`config.mk`:
```
export PLATFORM = sky130hd
export DESIGN_NAME = hex_cmd_parser
export DESIGN_NICKNAME = d
export VERILOG_FILES = /design/src/rtl/hex_cmd_pkg.sv /design/src/rtl/hex_cmd_parser_dec.sv /design/src/rtl/hex_cmd_parser.sv
export SDC_FILE = /design/constraint.sdc
export NUM_CORES = 1
export LEC_CHECK = 0
export ABC_AREA = 1
export CAP_MARGIN = 20
export CORE_ASPECT_RATIO = 1.4
export CORE_MARGIN = 2
export CORE_UTILIZATION = 51
export DETAILED_ROUTE_END_ITERATION = 10
export PLACE_DENSITY = 0.78
export SLEW_MARGIN = 15
export SYNTH_ARGS = -nofsm -noshare
export SYNTH_HDL_FRONTEND = slang
export SYNTH_HIERARCHICAL = 1
export SYNTH_SLANG_ARGS = --single-unit
```
`constraint.sdc`:
```
create_clock -name CLK -period 2.31 [get_ports CLK]
set_input_delay 0.462 -clock CLK [delete_from_list [all_inputs] [get_ports CLK]]
set_output_delay 0.462 -clock CLK [all_outputs]
set_load 0.01 [all_outputs]
```
`src/rtl/hex_cmd_pkg.sv`:
```
// Shared types and ASCII constants for the hex command parser.
package hex_cmd_pkg;

    typedef enum logic [2:0] {
        IDLE,
        ADDR,
        DATA,
        EOL,
        CMD,
        SKIP
    } state_e;

    typedef enum logic {
        OP_READ  = 1'b0,
        OP_WRITE = 1'b1
    } op_e;

    localparam logic [7:0] ASCII_CR = 8'h0D;
    localparam logic [7:0] ASCII_LF = 8'h0A;
    localparam logic [7:0] ASCII_SP = 8'h20;
    localparam logic [7:0] ASCII_W  = 8'h57;
    localparam logic [7:0] ASCII_R  = 8'h52;

    // Clearing bit 5 folds lowercase letters onto uppercase.
    function automatic logic is_letter(input logic [7:0] ch, input logic [7:0] upper);
        return (ch & 8'hDF) == upper;
    endfunction

    function automatic logic is_eol(input logic [7:0] ch);
        return (ch == ASCII_CR) || (ch == ASCII_LF);
    endfunction

endpackage

```
`src/rtl/hex_cmd_parser_dec.sv`:
```
// ASCII hex digit decoder: maps 0-9, A-F, a-f onto a nibble.
module hex_char_dec (
    input  logic [7:0] ch,
    output logic [3:0] nibble,
    output logic       is_hex
);

    always_comb begin
        nibble = 4'h0;
        is_hex = 1'b0;
        unique case (1'b1)
            (ch >= 8'h30 && ch <= 8'h39): begin
                nibble = ch[3:0];
                is_hex = 1'b1;
            end
            (ch >= 8'h41 && ch <= 8'h46),
            (ch >= 8'h61 && ch <= 8'h66): begin
                nibble = ch[3:0] + 4'd9;
                is_hex = 1'b1;
            end
            default: ;
        endcase
    end

endmodule

```
`src/rtl/hex_cmd_parser.sv`:
```
// Parses ASCII "W<addr><data>" / "R<addr>" lines into read/write commands.
module hex_cmd_parser
    import hex_cmd_pkg::*;
#(
    parameter int ADDR_DIGITS = 2,
    parameter int DATA_DIGITS = 4
) (
    input  logic                     CLK,
    input  logic                     RST,
    input  logic                     iVALID,
    input  logic [7:0]               iD,
    output logic                     oREADY,
    output logic                     oCMD_VALID,
    input  logic                     iCMD_READY,
    output logic                     oWE,
    output logic [4*ADDR_DIGITS-1:0] oADDR,
    output logic [4*DATA_DIGITS-1:0] oWDATA,
    output logic                     oERR
);

    localparam int AW   = 4 * ADDR_DIGITS;
    localparam int DW   = 4 * DATA_DIGITS;
    localparam int MAXD = (ADDR_DIGITS > DATA_DIGITS) ? ADDR_DIGITS : DATA_DIGITS;
    localparam int CW   = $clog2(MAXD + 1);

    state_e        state_q, state_d;
    op_e           op_q, op_d;
    logic [AW-1:0] addr_q, addr_d;
    logic [DW-1:0] data_q, data_d;
    logic [CW-1:0] cnt_q, cnt_d;
    logic          err_q, err_d;

    logic [3:0] nib;
    logic       is_hex;
    logic       accept;
    logic       eol;

    hex_char_dec u_dec (
        .ch     (iD),
        .nibble (nib),
        .is_hex (is_hex)
    );

    assign accept = iVALID && (state_q != CMD);
    assign eol    = is_eol(iD);

    always_comb begin
        state_d = state_q;
        op_d    = op_q;
        addr_d  = addr_q;
        data_d  = data_q;
        cnt_d   = cnt_q;
        err_d   = 1'b0;
        unique case (state_q)
            IDLE: if (accept) begin
                if (is_letter(iD, ASCII_W) || is_letter(iD, ASCII_R)) begin
                    op_d    = is_letter(iD, ASCII_W) ? OP_WRITE : OP_READ;
                    addr_d  = '0;
                    data_d  = '0;
                    cnt_d   = '0;
                    state_d = ADDR;
                end else if (!eol && iD != ASCII_SP) begin
                    err_d   = 1'b1;
                    state_d = SKIP;
                end
            end
            ADDR: if (accept) begin
                if (is_hex) begin
                    addr_d = AW'({addr_q, nib});
                    if (cnt_q == CW'(ADDR_DIGITS - 1)) begin
                        cnt_d   = '0;
                        data_d  = '0;
                        state_d = (op_q == OP_WRITE) ? DATA : EOL;
                    end else begin
                        cnt_d = cnt_q + CW'(1);
                    end
                end else begin
                    err_d   = 1'b1;
                    state_d = SKIP;
                end
            end
            DATA: if (accept) begin
                if (is_hex) begin
                    data_d = DW'({data_q, nib});
                    if (cnt_q == CW'(DATA_DIGITS - 1)) begin
                        cnt_d   = '0;
                        state_d = EOL;
                    end else begin
                        cnt_d = cnt_q + CW'(1);
                    end
                end else begin
                    err_d   = 1'b1;
                    state_d = SKIP;
                end
            end
            EOL: if (accept) begin
                if (eol) begin
                    state_d = CMD;
                end else begin
                    err_d   = 1'b1;
                    state_d = SKIP;
                end
            end
            CMD: if (iCMD_READY) begin
                state_d = IDLE;
            end
            SKIP: if (accept && eol) begin
                state_d = IDLE;
            end
            default: state_d = IDLE;
        endcase
    end

    always_ff @(posedge CLK) begin
        if (RST) begin
            state_q <= IDLE;
            op_q    <= OP_READ;
            addr_q  <= '0;
            data_q  <= '0;
            cnt_q   <= '0;
            err_q   <= 1'b0;
        end else begin
            state_q <= state_d;
            op_q    <= op_d;
            addr_q  <= addr_d;
            data_q  <= data_d;
            cnt_q   <= cnt_d;
            err_q   <= err_d;
        end
    end

    assign oREADY     = (state_q != CMD);
    assign oCMD_VALID = (state_q == CMD);
    assign oWE        = (op_q == OP_WRITE);
    assign oADDR      = addr_q;
    assign oWDATA     = data_q;
    assign oERR       = err_q;

endmodule

```
Word-level counts from Yosys, hierarchy flattened
Index checks and enable logic that the tools add are counted.

cells by class
  equality and inequality tests = 26
  muxes and demuxes = 48
  $add $sub $neg = 2
  order comparisons = 6
  reductions and logical operators = 20

operator list
  cell                count
  $mux 16             7
  $mux 3              20
  $pmux 16 s3         1
  $mux 8              4
  $ne 2x2->1 const B  9
  $pmux 3 s6          1
  $eq 8x4->1 const B  2
  $ge 8x7->1 const B  2
  $le 8x7->1 const B  2
  $pmux 8 s2          1
  $eq 7x6->1 const B  2
  $ne 3x3->1 const B  4
  $mux 1              11
  $eq 3x2->1 const B  3
  $pmux 3 s3          1
  $reduce_and 9->1    1
  $ge 8x6->1 const B  1
  $le 8x6->1 const B  1
  $ne 8x6->1 const B  1
  $pmux 4 s2          1
  $reduce_and 8->1    1
  $reduce_and 7->1    1
  $eq 3x1->1 const B  2
  $eq 3x3->1 const B  2
  14 further kinds    21

word-level totals
  output and inout bits = 28
  input port bits = 12
  register bits after elaboration = 32

Logic depth before layout (Yosys ltp)
Gate-level depths: netlist (run 1).

  depth after elaboration = 8
  gate-level depth with buffers = 15
  gate-level depth less buffers = 15

Cells and area by module
Netlist (run 1), hierarchy kept.

by module, submodules not included
  module          area each (um^2)  cells an instance  sequential area each (um^2)  instances
  hex_cmd_parser  1771.7            283                640.6                        1
  hex_char_dec    231.5             40                 0.0                          1

Worst setup path after synthesis (run 1)
Ideal clock, no wire load.

  kind = input to register
  from = in iD[1]
  to = reg data_q[0], in the netlist oWDATA[0]
  required time = 2182 ps
  path buffers = 1
  cell stages on the path = 12
  library setup time = 128 ps
  slack = 428 ps
  data arrival time = 1755 ps
  path through = inv_1 -> ha_1 -> inv_1 -> nand3_2 -> nand3_2 -> nand2_1 -> nor2_1 -> nor3_4 -> nand3_2 -> buf_4 -> o21ai_1 -> nor2_1

RTL lines
  what                                   line                                                                          text
  from (decl)                            hex_cmd_parser.sv:11                                                          input logic [7:0] iD,
  $ge 8x7->1 (tied with other cells)     hex_cmd_parser_dec.sv:17                                                      (ch >= 8'h61 && ch <= 8'h66): begin
  $logic_and 1x1->1 (on tied branches)   hex_cmd_parser_dec.sv:17, hex_cmd_parser_dec.sv:12, hex_cmd_parser_dec.sv:16
  $reduce_or 3->1 (no source line) (*)   n/a
  $mux 1 (*)                             hex_cmd_parser_dec.sv:11                                                      unique case (1'b1)
  net is_hex                             hex_cmd_parser.sv:34                                                          logic is_hex;
  $ne 2x2->1 (no source line)            n/a
  $reduce_and 8->1 (no source line) (*)  n/a
  to (signal assigned)                   hex_cmd_parser.sv:126                                                         data_q <= data_d;
  to (decl)                              hex_cmd_parser.sv:29                                                          logic [DW-1:0] data_q, data_d;

Mark *: on every way through the listed nets, which the timed path passes. The rest lies on a longest branch. The select of a mux whose other input is x is not followed.
A chain may end at the register's enable or synchronous reset.

Worst setup path in the final report (run 1)
  from = in iD[6]
  to = reg state_q[2]

on the way
  cells in the longest elaborated chain, start to end = 7

RTL lines
  what                                  line                                                                          text
  $ge 8x7->1 (tied with other cells)    hex_cmd_parser_dec.sv:17
  $logic_and 1x1->1 (on tied branches)  hex_cmd_parser_dec.sv:17, hex_cmd_parser_dec.sv:12, hex_cmd_parser_dec.sv:16
  $reduce_or 3->1 (no source line) (*)  n/a
  $mux 1 (*)                            hex_cmd_parser_dec.sv:11
  net is_hex                            hex_cmd_parser.sv:34
  $mux 3 (on tied branches)             hex_cmd_parser.sv:83, hex_cmd_parser.sv:68
  $mux 3 (on tied branches)             hex_cmd_parser.sv:82, hex_cmd_parser.sv:67
  $pmux 3 s6                            hex_cmd_parser.sv:54                                                          unique case (state_q)
  to (signal assigned)                  hex_cmd_parser.sv:123                                                         state_q <= state_d;
  to (decl)                             hex_cmd_parser.sv:26                                                          state_e state_q, state_d;

Marked as above.

==> results of run 1 <==
## registers in the layout, indices dropped and copies added, names as in the netlist
name     flops
oERR         1
oADDR        8
cnt_q        3
oWE          1
oWDATA      16
state_q      3
## per-layer routing
| metal | vias up | wire length [um] | track usage, % |
|---|---|---|---|
| met5 | - | 0 | 0 |
| li1 | 1134 | - | - |
| met3 | 11 | 235 | 3.79 |
| met4 | 0 | 98 | 10.2 |
| met1 | 965 | 1990 | 25.5 |
| met2 | 88 | 2620 | 44.8 |
## power groups by stage
stage | Clock [uW] | Sequential [uW] | Combinational [uW]
5_1_grt | 558 | 827 | 1450
4_1_cts | 533 | 808 | 1270
3_3_place_gp | 0 | 814 | 1230
3_5_place_dp | 0 | 819 | 1250
2_1_floorplan | 0 | 853 | 789
6_report | 527 | 808 | 1280
## worst max-delay path: cells and delay by family
kind,cells,cell delay [ns]
AND/OR/NAND/NOR,12,1.12
buffers and inverters,3,0.70
## worst max-delay path by stage
| stage | start | endpoint | cells after the start |
|---|---|---|---|
| floorplan | iD[1] | oWDATA[0] | 12 |
| global placement | iD[0] | state_q[0] | 16 |
| detailed placement | iD[0] | state_q[1] | 17 |
| CTS | iD[0] | state_q[0] | 17 |
| global route | iD[6] | state_q[2] | 15 |
| finish | iD[6] | state_q[2] | 15 |
## final cells by class
cell class,count,share of cell area (%)
Multi-Input combinational cell,233,42.6
Sequential cell,32,24.0
Timing Repair Buffer,57,20.3
Inverter,50,7.03
Clock buffer,6,2.72
Tap cell,42,1.97
Clock inverter,2,1.31
## cells by family after synthesis
group | after synthesis | share of synthesized area, %
flip-flops | 32 | 32.0
AO/OA/AOI/OAI | 39 | 9.93
buffers and inverters | 58 | 12.0
adder cells (fa/ha/maj) | 7 | 4.37
AND/OR/NAND/NOR | 187 | 41.7
## through the flow
step / utilization (%) / worst slack [ns] / hold WS, ns / TNS (ns)
after global routing: 72.0 / 0.0324 / 0.515 / 0
final: 72.0 / 0.206 / 0.479 / 0
after floorplan: - / 0.428 / 0.462 / 0
after CTS: 71.3 / 0.0186 / 0.482 / 0
after detailed placement: 68.3 / -0.216 / 0.470 / -4.51
after global placement: 68.3 / -0.144 / 0.454 / -2.97
## cells in the final DEF, fill, tap and decap left out, types with 2 or more instances in the layout
cell type | synthesis | routed
nor2_2 | 3 | 5
nand3_2 | 3 | 3
dfxtp_1 | 32 | 32
clkbuf_8 | 0 | 5
nand2_1 | 82 | 81
nand4_1 | 14 | 14
nand2_2 | 5 | 6
ha_1 | 7 | 5
dlymetal6s2s_1 | 0 | 2
nand3_1 | 15 | 15
inv_1 | 46 | 44
buf_4 | 2 | 17
inv_2 | 3 | 5
a21oi_1 | 20 | 19
ha_2 | 0 | 2
o21ai_0 | 5 | 5
clkdlybuf4s50_1 | 0 | 37
nor2_1 | 59 | 57
o21ai_1 | 12 | 12
## what timing repair did
| action | 4_1_cts | 5_1_grt |
|---|---|---|
| cloned | 0 | 0 |
| setup buffers | 0 | 1 |
| pin swaps | 0 | 8 |
| gates resized for setup | 1 | 9 |
| setup endpoints to repair | 2 | 29 |
==> impl_results.md, run 1 <==
- Outcome: finished, final reports clean
- Synth area leader: dfxtp_1
- Synth cell types: 27
- Root buffer cell: clkbuf_8
- RSZ-0062 raised after global routing: no
- # port buffers: 39
- R2r startpoint: state_q[2]
- Switching share of power: around two fifths
- Worst Path Required: 2.49 ns
- Count leader, synth: nand2_1
- Share of cells above drive strength 1: a little over an eighth
- Cells after synthesis: 323
- Antenna Nets Post-Route: 0
- Synthesis-to-layout area growth: 33.3%
- Combinational power share: 48.9%
- Reg area: 641 um^2
- Setup-failing EPs final: 0
- Die X: 57.0 um
- DR DRC count: 0
- CTS Buffer Depth: 2
- Min Tclk post-route: 2.10 ns
- Core Area: 3710 um^2
- Total Power: 2610 uW
- Switch Pwr: 1050 uW
- Yosys top cell area share: between 30% and 40%
- Clock Power Share: 20.2%
- Crit-path cells: clkdlybuf4s50_1, nand2_1, nor2_4, nand3_2, nand2_2, buf_4, nand2_1, nor2_1, nor2_1, nand2_1, inv_2, nand3_1, nand2_1, nand2_1, nor2_2
- Post-synth EDFFs: 0
- Maximum vdd ir drop: between 0.7 and 0.8 mV
- FF-to-FF setup slack: ~0.60 ns
- Worst setup EP type: flip-flop
- Largest net degree at the start of global routing: 33
- Syn nets: 342
- Placer Congestion: around 0.93
- Vert. Die Dim: 78.2 um
- IO Count: 40
- CP Class: in -> reg
- Final hold violations: 0
- DRT iter0 DRCs: 92
- Hold Crit Start: oADDR[5]
- Crit Path Max Fanout: 4
- Final net count: 398
- Crit path largest cell delay: 0.52 ns
- Cell Rows: 26
- Avg Cell Area, Syn: 6.20 um^2
- #FFs+latches synth: 32
- Worst path arrival time: 2.28 ns
- Detailed Route WL: around 4.9 mm
- Internal power: 1570 uW
- Fillers: 322
- First-pass GRT wire length: 8.60 mm
- Slew Viols, Final: 0
- Final non-filler cell total: 422
- Power per cell area: 978 nW/um^2
- Most used flip-flop cell after synthesis: dfxtp_1
- Most frequent cells after synthesis: 82 x nand2_1, 59 x nor2_1, 46 x inv_1
- # H-tree levels: 2
- Seq/Total Area, Yosys: a little under a third
- Max-slew headroom: 75.6%
- CP Launch Type: input pin
- CTS tree: built
- Total grt overflow: 0
- Antenna fix cells: 0
- Via count: approximately 2200
- Worst-skew pair later-pin latency: about 0.28 ns
- Hold Path End: oADDR[5]
- Netlist Area Pre-Place: 2000 um^2
- Worst-path clk slew: 0.07 ns
- Slowest CP cell: clkdlybuf4s50_1
- Worst hold path class: reg -> reg
- Sequential Power Share: roughly 30%
- Routed len/inst: about 12 um
- Initial antenna violation count: 0
- Async SR Flop Fraction: 0%
- LEAKAGE: 0.00125 uW
- Hold_buf cts: 0
- Post-Place Cells: between 400 and 500
- GRT Util Overall: around a quarter
- Top cell by count, worst path: nand2_1
- TritonCTS buffer count: 5
- Clock Sinks: 32
- Cells on Worst Hold Path: 2
- Number of global-route vias before repair: 2077
- Final period utilization: 91.1%
- Initial Util: 54.0%
- Multi-input combinational cell area: 1140 um^2
- Largest cells by area after synthesis: dfxtp_1 32%, nand2_1 15%, nor2_1 11%
- Worst-Margin Slew: 0.366 ns
- Max-cap check violation count: 0
- Fmax: 0.475 GHz
- Post-route cell area: between 2000 and 3000 um^2
- R2r endpoint: oWDATA[6]
- Placement-stage cell area: 2530 um^2
- Final HPWL DP: 3.66 mm
- Worst reg-to-reg path cell count: 9
- DIE AREA: between 4000 and 5000 um^2
- Final clock skew: 0.00383 ns
- Via-per-instance ratio: 5.21
- Yosys warning count: 6
- Drt pass-1 iters: 5
(Power assumes the default switching activity.)
==> run 2: changes to the inputs <==
- SKIP_CTS_REPAIR_TIMING: default -> 1
==> impl_results.md, run 2 (same netlist as run 1, synthesis figures left out) <==
- Cells on Worst Hold Path: 2 (unchanged)
- Critical Path Start: iD[6] (unchanged)
- Worst path arrival time: 2.30 ns (was 2.28 ns)
- Worst-Margin Slew: 0.373 ns (was 0.366 ns)
- Outcome: finished, final reports clean (unchanged)
- Clock Sinks: 32 (unchanged)
- Crit path capture: state_q[2] (unchanged)
- Most common cell after layout, fill and taps aside: nand2_1 (unchanged)
- Antenna fix cells: 0 (unchanged)
- Crit Path Max Fanout: 4 (unchanged)
- FF-to-FF setup slack: 0.59 ns (was 0.60 ns)
- Worst-skew pair later-pin latency: 0.28 ns (about the same)
- Power per cell area: 979 nW/um^2 (was 978 nW/um^2)
- TritonCTS buffer count: 5 (unchanged)
- Via-per-instance ratio: 5.25 (was 5.21)
- Final period utilization: 91.6% (was 91.1%)
- Placer Congestion: 0.933 (unchanged)
- Vert. Die Dim: 78.2 um (unchanged)
- Number of global-route vias before repair: 2076 (was 2077)
- Worst Path Required: 2.49 ns (about the same)
- Final net count: 398 (unchanged)
- Die X: 57.0 um (unchanged)
- # port buffers: 39 (unchanged)
- Top cell by count, worst path: nand2_1 (unchanged)
- Fmax: 0.473 GHz (was 0.475 GHz)
- R2r endpoint: oWDATA[6] (unchanged)
- Routed len/inst: 11.8 um (was 11.7 um)
- Cell Rows: 26 (unchanged)
- Final hold violations: 0 (unchanged)
- RSZ-0062 raised after global routing: no (unchanged)
- Core Area: 3710 um^2 (unchanged)
- Detailed Route WL: 4.99 mm (was 4.95 mm)
- Post-route cell area: 2670 um^2 (unchanged)
- Maximum vdd ir drop: 0.711 mV (about the same)
- Multi-input combinational cell area: 1140 um^2 (unchanged)
- Crit path largest cell delay: 0.52 ns (about the same)
- Final clock skew: 0.00312 ns (was 0.00383 ns)
- # H-tree levels: 2 (unchanged)
- First-pass GRT wire length: 8.60 mm (unchanged)
- CTS tree: built (unchanged)
- GRT Util Overall: 23.9% (unchanged)
- DRT iter0 DRCs: 96 (was 92)
- Max-slew headroom: 75.1% (was 75.6%)
- Fillers: 322 (unchanged)
- CP Launch Type: input pin (unchanged)
- Worst setup EP type: flip-flop (unchanged)
- Largest net degree at the start of global routing: 33 (unchanged)
- Worst hold path class: reg -> reg (unchanged)
- Final HPWL DP: 3.66 mm (unchanged)
- Setup-failing EPs final: 0 (unchanged)
- IO Count: 40 (unchanged)
- Reg area: 641 um^2 (unchanged)
- Initial Util: 54.0% (unchanged)
- LEAKAGE: 0.00125 uW (unchanged)
- R2r startpoint: state_q[2] (unchanged)
- Via count: 2216 (was 2198)
- Initial antenna violation count: 0 (unchanged)
- Worst-path clk slew: 0.07 ns (about the same)
- Max-cap check violation count: 0 (unchanged)
- Placement-stage cell area: 2530 um^2 (unchanged)
- DR DRC count: 0 (unchanged)
- Crit-path cells: clkdlybuf4s50_1, nand2_1, nor2_4, nand3_2, nand2_2, buf_4, nand2_1, nor2_1, nor2_1, nand2_1, inv_2, nand3_1, nand2_1, nand2_1, nor2_2 (unchanged)
- Root buffer cell: clkbuf_8 (unchanged)
- Antenna Nets Post-Route: 0 (unchanged)
- Slew Viols, Final: 0 (unchanged)
- Total grt overflow: 0 (unchanged)
- Most frequent cells in the layout: 81 x nand2_1, 57 x nor2_1, 44 x inv_1 (unchanged)
- Synthesis-to-layout area growth: 33.3% (unchanged)
- Slowest CP cell: clkdlybuf4s50_1 (unchanged)
- CTS Buffer Depth: 2 (unchanged)
- Largest register FFs: 16 (unchanged)
- Share of cells above drive strength 1: 13.2% (unchanged)
- Worst reg-to-reg path cell count: 9 (unchanged)
- Drt pass-1 iters: 6 (was 5)
- Min Tclk post-route: 2.12 ns (was 2.10 ns)
- Util after Layout: 72.0% (unchanged)
- DIE AREA: 4450 um^2 (unchanged)
- CP Class: in -> reg (unchanged)
-- run 2: through the flow --
| step | hold WS, ns | setup WS [ns] | TNS, ns | cells | power (uW) |
|---|---|---|---|---|---|
| 2_1_floorplan | 0.462 | 0.428 | 0 | 323 | 1640 |
| 3_3_place_gp | 0.454 | -0.144 | -2.97 | 413 | 2040 |
| 3_5_place_dp | 0.470 | -0.216 | -4.51 | 413 | 2070 |
| 4_1_cts | 0.482 | -0.00506 | -0.00897 | 421 | 2600 |
| 5_1_grt | 0.515 | 0.0324 | 0 | 422 | 2830 |
| 6_report | 0.479 | 0.194 | 0 | 422 | 2610 |
-- run 2: power breakdown --
part | total (uW) | leakage [uW] | internal, uW | switching, uW
combinational | 1280 | 0.000936 | 551 | 727
sequential | 809 | 0.000261 | 696 | 113
clock | 528 | 0.0000552 | 320 | 208
total | 2610 | 0.00125 | 1570 | 1050
-- run 2: critical path: cells and delay by family --
family | cells | cell delay (ns)
and+or+nand+nor | 12 | 1.13
buffers and inverters | 3 | 0.70
-- run 2: layer usage --
layer	vias up	GRT usage, %	wire length, um
met5	-	0	0
met2	93	44.7	2640
met3	13	3.79	277
met4	0	10.2	102
met1	978	25.6	1970
li1	1132	-	-
-- run 2: how the worst min path moves through the flow --
stage,end,slack (ns),start
5_1_grt,oADDR[4],0.51,oADDR[4]
4_1_cts,oADDR[4],0.48,oADDR[4]
2_1_floorplan,cnt_q[1],0.46,cnt_q[1]
3_3_place_gp,oADDR[7],0.45,oADDR[7]
3_5_place_dp,oADDR[4],0.47,oADDR[4]
6_report,oADDR[5],0.48,oADDR[5]
-- run 2: final cells by class --
type	instances	area share, %
multi-input combinational	233	42.6
sequential	32	24.0
timing repair buffer	57	20.3
inverter	50	7.03
clock buffer	6	2.72
tap	42	1.97
clock inverter	2	1.31
